$ cat config.mk
export PLATFORM = sky130hd
export DESIGN_NAME = condlogic_banked
export DESIGN_NICKNAME = d
export VERILOG_FILES = /design/src/rtl/condlogic_banked.sv
export SDC_FILE = /design/constraint.sdc
export NUM_CORES = 1
export LEC_CHECK = 0
export ABC_CLOCK_PERIOD_IN_PS = 6300
export BUFFER_PORTS_ARGS = -buffer_cell sky130_fd_sc_hd__buf_2
export CAP_MARGIN = 10
export CORE_MARGIN = 2
export CORE_UTILIZATION = 50
export CTS_BUF_LIST = sky130_fd_sc_hd__clkbuf_4
export CTS_CLUSTER_DIAMETER = 120
export DETAILED_ROUTE_END_ITERATION = 10
export PLACE_DENSITY = 0.83
export SETUP_SLACK_MARGIN = 0.2
export SLEW_MARGIN = 10
export SYNTH_ARGS = -nofsm -noshare
export SYNTH_HDL_FRONTEND = slang
export SYNTH_SLANG_ARGS = --single-unit
export TNS_END_PERCENT = 30
$ cat constraint.sdc
create_clock -name clk -period 6.3 [get_ports clk]
set_input_delay 1.89 -clock clk [delete_from_list [all_inputs] [get_ports clk]]
set_output_delay 1.89 -clock clk [all_outputs]
set_load 0.005 [all_outputs]
$ cat src/rtl/condlogic_banked.sv
// Condition unit with NBANK banked NZCV flag sets, a delayed CondEx pipe feeding PCWrite,
// and an IT-block sequencer that overrides Cond for up to IT_MAX instructions.
module condlogic_banked #(
  parameter int NBANK         = 2,
  parameter int CONDEX_STAGES = 1,
  parameter int IT_MAX        = 4,
  localparam int BW = (NBANK > 1) ? $clog2(NBANK) : 1,
  localparam int LW = $clog2(IT_MAX + 1)
) (
  input  logic              clk,
  input  logic              reset,
  input  logic [3:0]        Cond,
  input  logic [3:0]        ALUFlags,
  input  logic [1:0]        FlagW,
  input  logic [BW-1:0]     BankSel,
  input  logic              PCS,
  input  logic              NextPC,
  input  logic              RegW,
  input  logic              MemW,
  input  logic              ITStart,
  input  logic [3:0]        ITCond,
  input  logic [LW-1:0]     ITLen,
  input  logic [IT_MAX-1:0] ITThen,
  input  logic              InstrDone,
  output logic              PCWrite,
  output logic              RegWrite,
  output logic              MemWrite,
  output logic              CondEx,
  output logic [3:0]        Flags,
  output logic              ITActive,
  output logic              ITErr
);

  typedef enum logic {IDLE, ACTIVE} it_state_t;

  logic [3:0]               bank_q [NBANK];
  logic [3:0]               cur_flags;
  logic [3:0]               eff_cond;
  logic [1:0]               flag_write;
  logic [CONDEX_STAGES-1:0] pipe_q;
  logic                     condex_dly;
  it_state_t                state_q;
  logic [LW-1:0]            cnt_q;
  logic [IT_MAX-1:0]        mask_q;
  logic                     err_q;
  logic                     len_ok;
  logic                     n_f, z_f, c_f, v_f;

  // Out-of-range bank selects read as all-zero flags.
  always_comb begin
    cur_flags = 4'b0000;
    for (int i = 0; i < NBANK; i++) begin
      if (BankSel == BW'(i)) cur_flags = bank_q[i];
    end
  end

  assign {n_f, z_f, c_f, v_f} = cur_flags;
  assign eff_cond = (state_q == ACTIVE) ? (mask_q[0] ? ITCond : (ITCond ^ 4'b0001)) : Cond;

  always_comb begin
    CondEx = 1'b0;
    case (eff_cond)
      4'b0000: CondEx = z_f;
      4'b0001: CondEx = ~z_f;
      4'b0010: CondEx = c_f;
      4'b0011: CondEx = ~c_f;
      4'b0100: CondEx = n_f;
      4'b0101: CondEx = ~n_f;
      4'b0110: CondEx = v_f;
      4'b0111: CondEx = ~v_f;
      4'b1000: CondEx = c_f & ~z_f;
      4'b1001: CondEx = ~c_f | z_f;
      4'b1010: CondEx = (n_f == v_f);
      4'b1011: CondEx = (n_f != v_f);
      4'b1100: CondEx = ~z_f & (n_f == v_f);
      4'b1101: CondEx = z_f | (n_f != v_f);
      4'b1110: CondEx = 1'b1;
      default: CondEx = 1'b0;
    endcase
  end

  assign flag_write = FlagW & {2{CondEx}};

  generate
    for (genvar gi = 0; gi < NBANK; gi++) begin : g_bank
      always_ff @(posedge clk) begin
        if (reset) begin
          bank_q[gi] <= 4'b0000;
        end else if (BankSel == BW'(gi)) begin
          if (flag_write[1]) bank_q[gi][3:2] <= ALUFlags[3:2];
          if (flag_write[0]) bank_q[gi][1:0] <= ALUFlags[1:0];
        end
      end
    end

    if (CONDEX_STAGES == 1) begin : g_pipe_one
      always_ff @(posedge clk) begin
        if (reset) pipe_q <= '0;
        else       pipe_q <= CondEx;
      end
    end else begin : g_pipe_multi
      always_ff @(posedge clk) begin
        if (reset) pipe_q <= '0;
        else       pipe_q <= {pipe_q[CONDEX_STAGES-2:0], CondEx};
      end
    end
  endgenerate

  assign condex_dly = pipe_q[CONDEX_STAGES-1];
  assign len_ok     = (ITLen != '0) && (ITLen <= LW'(IT_MAX));

  // InstrDone alongside an accepted ITStart belongs to the IT instruction itself.
  always_ff @(posedge clk) begin
    if (reset) begin
      state_q <= IDLE;
      cnt_q   <= '0;
      mask_q  <= '0;
      err_q   <= 1'b0;
    end else begin
      err_q <= ITStart & ((state_q == ACTIVE) | ~len_ok);
      case (state_q)
        IDLE: begin
          if (ITStart && len_ok) begin
            cnt_q   <= ITLen;
            mask_q  <= ITThen;
            state_q <= ACTIVE;
          end
        end
        ACTIVE: begin
          if (InstrDone) begin
            mask_q <= mask_q >> 1;
            cnt_q  <= cnt_q - LW'(1);
            if (cnt_q == LW'(1)) state_q <= IDLE;
          end
        end
        default: state_q <= IDLE;
      endcase
    end
  end

  assign PCWrite  = (PCS & condex_dly) | NextPC;
  assign RegWrite = RegW & CondEx;
  assign MemWrite = MemW & CondEx;
  assign Flags    = cur_flags;
  assign ITActive = (state_q == ACTIVE);
  assign ITErr    = err_q;

endmodule

## After elaboration in Yosys (flattened, before gate mapping)

Memories as Yosys holds them, arrays and structs flattened.
Cells that the tools add are included.

| cells by class | value |
|---|---|
| add/sub/neg operators | 1 |
| $lt $le $gt $ge | 1 |
| mux-type cells | 34 |
| equality and inequality tests | 19 |
| reductions and logical operators | 5 |
| bitwise logic cells | 22 |

Operators by type and width:

| kind | number |
|---|---|
| equality test 4 bit, second input constant | 7 |
| two-way mux 1 bit | 20 |
| equality test 4 x 3 -> 1 bit, second input constant | 4 |
| two-way mux 4 bit | 4 |
| case mux 1 bit (15 select lines) | 1 |
| equality test 4 x 2 -> 1 bit, second input constant | 2 |
| two-way mux 2 bit | 4 |
| OR 1 bit | 8 |
| case mux 4 bit (2 select lines) | 1 |
| NOT 1 bit | 7 |
| bitwise AND 1 bit | 6 |
| two-way mux 3 bit | 2 |
| case mux 3 bit (2 select lines) | 1 |
| equality test 4 x 1 -> 1 bit, second input constant | 1 |
| logical NOT 4 bit | 1 |
| inequality test 2 bit, second input constant | 2 |
| equality test 3 x 1 -> 1 bit, second input constant | 1 |
| less-or-equal comparator 3 bit, second input constant | 1 |
| nonzero test 3 bit | 1 |
| subtractor 3 x 1 -> 3 bit, second input constant | 1 |
| bitwise AND 2 bit | 1 |
| logical AND 1 bit | 2 |
| case mux 1 bit (2 select lines) | 1 |
| AND reduction 2 bit | 1 |
| other kinds (2) | 2 |

| storage, ports and cells | value |
|---|---|
| output and inout port bits | 10 |
| memories kept | 1 |
| register bits | 10 |
| memory bits (writable) | 8 |
| logic and storage cells | 88 |

Memories:

| memory | depth | bits a word | rd ports | clocked after Yosys merged registers in | wr ports | RTL line | RTL |
|---|---|---|---|---|---|---|---|
| bank_q | 2 | 4 | 2 | 0 | 2 | 36 | `logic [3:0] bank_q [NBANK];` |

## Logic depth before layout (Yosys ltp)

| depth | value |
|---|---|
| word-level depth | 11 |
| mapped depth | 9 |
| depth with buffers taken out | 7 |

## Worst setup path before layout

OpenSTA, ideal clock, no wires.

| timing | value |
|---|---|
| path kind | input to output |
| start point | in BankSel |
| end point | out CondEx |
| stages | 9 |
| required time | 4.410 ns |
| arrival | 3.369 ns |
| path slack | 1.041 ns |
| cell sequence | clkbuf_1 > mux2i_1 > o31ai_1 > a21oi_1 > mux2i_1 > and4_1 > buf_6 > buf_6 > inv_2 |

| between the ends | value |
|---|---|
| cells in the longest elaborated chain, start to end | 4 |
| elaborated cells between the ends (all ways) | 12 |
| classes of those cells | eq/ne (2); mux (2); bitwise (8) |

RTL lines:

| item | RTL line | RTL |
|---|---|---|
| from (decl) | 15 | `input logic [BW-1:0] BankSel,` |
| two-way mux 4 bit * | 53 | `if (BankSel == BW'(i)) cur_flags = bank_q[i];` |
| inequality test 1 bit (tied with other cells) | 74, 76 |  |
| OR 1 bit (tied with other cells) | 76 | `4'b1101: CondEx = z_f \| (n_f != v_f);` |
| case mux 1 bit (15 select lines) * | 62 | `case (eff_cond)` |
| to (decl) | 28 | `output logic CondEx,` |

Every way passes the cells marked *; elsewhere a longest branch is shown, timed or not.

## Worst setup path after layout

| timing | value |
|---|---|
| start point | in BankSel |
| end point | out MemWrite |

| between the ends | value |
|---|---|
| cells in the longest elaborated chain, start to end | 5 |
| elaborated cells between the ends (all ways) | 13 |
| classes of those cells | eq/ne (2); mux (2); bitwise (9) |

RTL lines:

| item | RTL line | RTL |
|---|---|---|
| two-way mux 4 bit * | 53 |  |
| inequality test 1 bit (tied with other cells) | 74, 76 |  |
| OR 1 bit (tied with other cells) | 76 |  |
| case mux 1 bit (15 select lines) * | 62 |  |
| bitwise AND 1 bit * | 143 | `assign MemWrite = MemW & CondEx;` |
| to (decl) | 27 | `output logic MemWrite,` |

Marks and branches as above.

==> results by group <==
Run status
  – Run status: finished, final reports clean

Final layout
  – Layout cells sized above 1: 0.312
  – Non-filler instance count after layout: 198
  – Multi-input logic area: 709 sq um
  – Nets: 203
  – Antenna cells: 0
  – Sequential cell area: 440 sq um
  – Area grow syn2layout: 16.9%
  – Fillers: 204

Placement
  – Number of port buffers: 39
  – Cell count after placement: 194
  – Setup slack at placement: 0.570 ns
  – DP Wirelength: 2.04 mm
  – RePlAce Congestion: 0.860

CTS
  – Clk buf depth: 2
  – Inserted Clock Buffers: 3
  – Clock sinks: 18
  – Clk pin slew, worst setup/hold paths: 0.10 ns
  – Post-CTS setup repair buffer count: 0
  – CTS tree: built
  – CTS resizes: 0
  – Clock Tree Root: clkbuf_4
  – Clk_lat worst skew: 0.29 ns
  – H-tree depth: 1
  – Hold-fix buffers, CTS: 0

Drt
  – Initial DRC Count: 20
  – Vias/cell: 5.63
  – Avg WL per Cell: 13.0 microns
  – DR vias: 1114
  – Routed WL: 2.57 mm
  – Final ANT Viol Nets: 0
  – Drt drc: 0
  – Drt first pass iters: 4

Floorplan
  – DIE AREA: 2880 sq um
  – Die X: 53.6 microns
  – # rows: 17
  – I/O Pins: 40
  – Die Span Y: 53.6 microns
  – Initial core utilization: 0.542
  – Total core area: 2280 sq um

Synthesis
  – Post-Syn Area: 1230 sq um
  – Synthesis Warnings: 0
  – Synthesized flop and latch total: 18
  – Post-synthesis async set-or-reset flop share: 0
  – Top FF cell, synth: dfxtp_1
  – Seq/Total Area, Yosys: 0.357
  – Syn_nets: 167
  – Distinct cells, synth: 43
  – Area leader, netlist: edfxtp_1
  – Share of the synthesized area in the top cell type: 0.195
  – Number of synthesized flops with an enable pin: 8
  – Syn avg cell area: 9.13 sq um
  – Mapped Cells: 135
  – Ranking of synthesized cells by area: edfxtp_1 (19%), dfxtp_1 (16%), mux2i_1 (8.9%)

Timing
  – Fin crit period: 5.75 ns
  – Final setup vio count: 0
  – Max-slew violations: 0
  – Fin crit share: 0.913
  – Clock skew: 0.000819 ns
  – Final worst slack: 0.547 ns
  – F_max: 0.174 GHz
  – Hold_ws: 0.458 ns
  – Setup tns final: 0 ns
  – Worst-Margin Slew: 0.830 ns
  – Final hold violation count: 0
  – Relative slew slack: 0.446
  – RSZ-0062 raised after global routing: no

Critical path
  – Top Family by Delay on Critical Path: compound AO/OA/AOI/OAI gates
  – Worst R2R End: bank_q[0][3]
  – Crit path top cell by count: buf_2
  – Startpoint class of the critical path: input pin
  – FF-to-FF path depth: 6
  – Reg2Reg Setup Slack: 3.25 ns
  – Critical path's slowest cell: mux2i_1
  – Worst path max stage delay: 0.33 ns
  – Worst EP required: 4.41 ns
  – Setup crit end kind: output pin
  – Reg-to-reg startpoint: ITActive
  – Crit path cell chain: buf_2 > mux2i_1 > inv_2 > o21a_1 > o2bb2a_4 > o32a_1 > and4_1 > nor2b_1 > buf_2
  – Crit path buf inv count: 3
  – Critical Path AT: 3.86 ns
  – Critical path depth: 9
  – Critical path type: in2out
  – Crit-path max FO: 16

Global route
  – First-pass GRT wire length: 4.11 mm
  – GR Util met3: 0.0250
  – Largest net degree at the start of global routing: 22
  – Gr usage total: 0.195
  – Met2 Usage GRT: 0.344
  – Grt ovf: 0
  – Layer with the highest usage: met2
  – Initial antenna violation count: 0
  – Number of global-route vias before repair: 999
  – GR met1 Demand/Resource: 0.233

Flow run
  – Max-cap violation count: 0

Pwr
  – Logic pwr share: 0.313
  – Sw Ratio: 0.323
  – Static leakage: 0.000613 uW
  – Sw Pwr: 94.5 uW
  – Peak supply drop: 0.000154 V
  – Power Density: 203 nW/um^2
  – Flop pwr share: 0.484
  – Clock share of power: 0.203
  – Internal: 198 uW

Worst hold path
  – Hold Path Class: reg2reg
  – Hold path cells: 2
  – Hold Path End: cnt_q[1]
  – HP Start: cnt_q[1]
## power by group through the flow
stage          sequential, uW  combinational (uW)  clock, uW
2_1_floorplan             139                74.0          0
4_1_cts                   141                91.6       60.7
3_3_place_gp              144                87.9          0
5_1_grt                   143                 102       62.7
3_5_place_dp              144                91.3          0
6_report                  141                91.4       59.4
## flip-flops by register name, summed over array words and instances (netlist names)
| register | flops |
|---|---|
| condex_dly | 1 |
| ITErr | 1 |
| bank_q | 8 |
| cnt_q | 3 |
| mask_q | 4 |
| ITActive | 1 |
## area by class of cell
class,count,area share
repair buffers,39,0.136
clock inverters,1,0.00261
multi-input cells,100,0.493
well taps,28,0.0243
flip-flops and latches,18,0.306
inverters,9,0.0235
clock buffers,3,0.0156
## cell usage in the layout (no fill, tap or decap), types with 4 or more instances in the layout
cell      synthesis  layout
a21oi_1           4       4
buf_2             0      39
dfxtp_1          10      10
edfxtp_1          8       8
inv_1             5       5
inv_2             4       4
mux2_2            4       4
mux2i_1          11      11
nand2_1          11      11
nand2b_1          4       4
nor2_1           11      11
nor3_1            6       6
o21ai_0           5       5
o21bai_1          4       4
## worst reg2reg max path: stages, from the launching register on
cell and delay, ns:
dfxtp_1 0.88, mux2i_1 0.54, o21ai_0 0.24, o2bb2a_4 0.24, o32a_1 0.13, and4_1 0.55
o21bai_1 0.22
## cell families (layout without fill, tap and decap cells)
logic type | Yosys count | in the layout | synth area share
xor gates and xnor gates | 3 | 3 | 0.0213
DFF | 18 | 18 | 0.357
buffers and inverters | 17 | 52 | 0.0670
AOI/OAI and AO/OA | 33 | 33 | 0.200
muxes | 15 | 15 | 0.126
and+or+nand+nor | 47 | 47 | 0.208
adders and majority gates | 2 | 2 | 0.0203
## routing by layer
metal  part of all wire  wire length, microns  vias to the layer above
li1                   -                     -                      563
met1               0.42                  1080                      500
met2               0.49                  1250                       45
met3              0.074                   189                        6
met4              0.016                    42                        0
met5                  0                     0                        -
## worst max path at each step
stage | start | endpoint
2_1_floorplan | BankSel | CondEx
3_3_place_gp | BankSel | MemWrite
3_5_place_dp | BankSel | MemWrite
4_1_cts | BankSel | MemWrite
5_1_grt | BankSel | RegWrite
6_report | BankSel | MemWrite
## synthesized netlist by cell type, types with 4 or more instances
| cell | n |
|---|---|
| mux2_2 | 4 |
| a21oi_1 | 4 |
| nand2_1 | 11 |
| nor2_1 | 11 |
| nor3_1 | 6 |
| mux2i_1 | 11 |
| inv_1 | 5 |
| nand2b_1 | 4 |
| o21bai_1 | 4 |
| clkbuf_1 | 4 |
| edfxtp_1 | 8 |
| o21ai_0 | 5 |
| dfxtp_1 | 10 |
| inv_2 | 4 |
## through the flow
step	cell area, sq um	total power [uW]	utilization
2_1_floorplan	1230	213	-
5_1_grt	1440	308	0.633
6_report	1440	292	0.633
4_1_cts	1440	294	0.633
3_3_place_gp	1410	231	0.621
3_5_place_dp	1410	235	0.621
(Power assumes the default switching activity.)
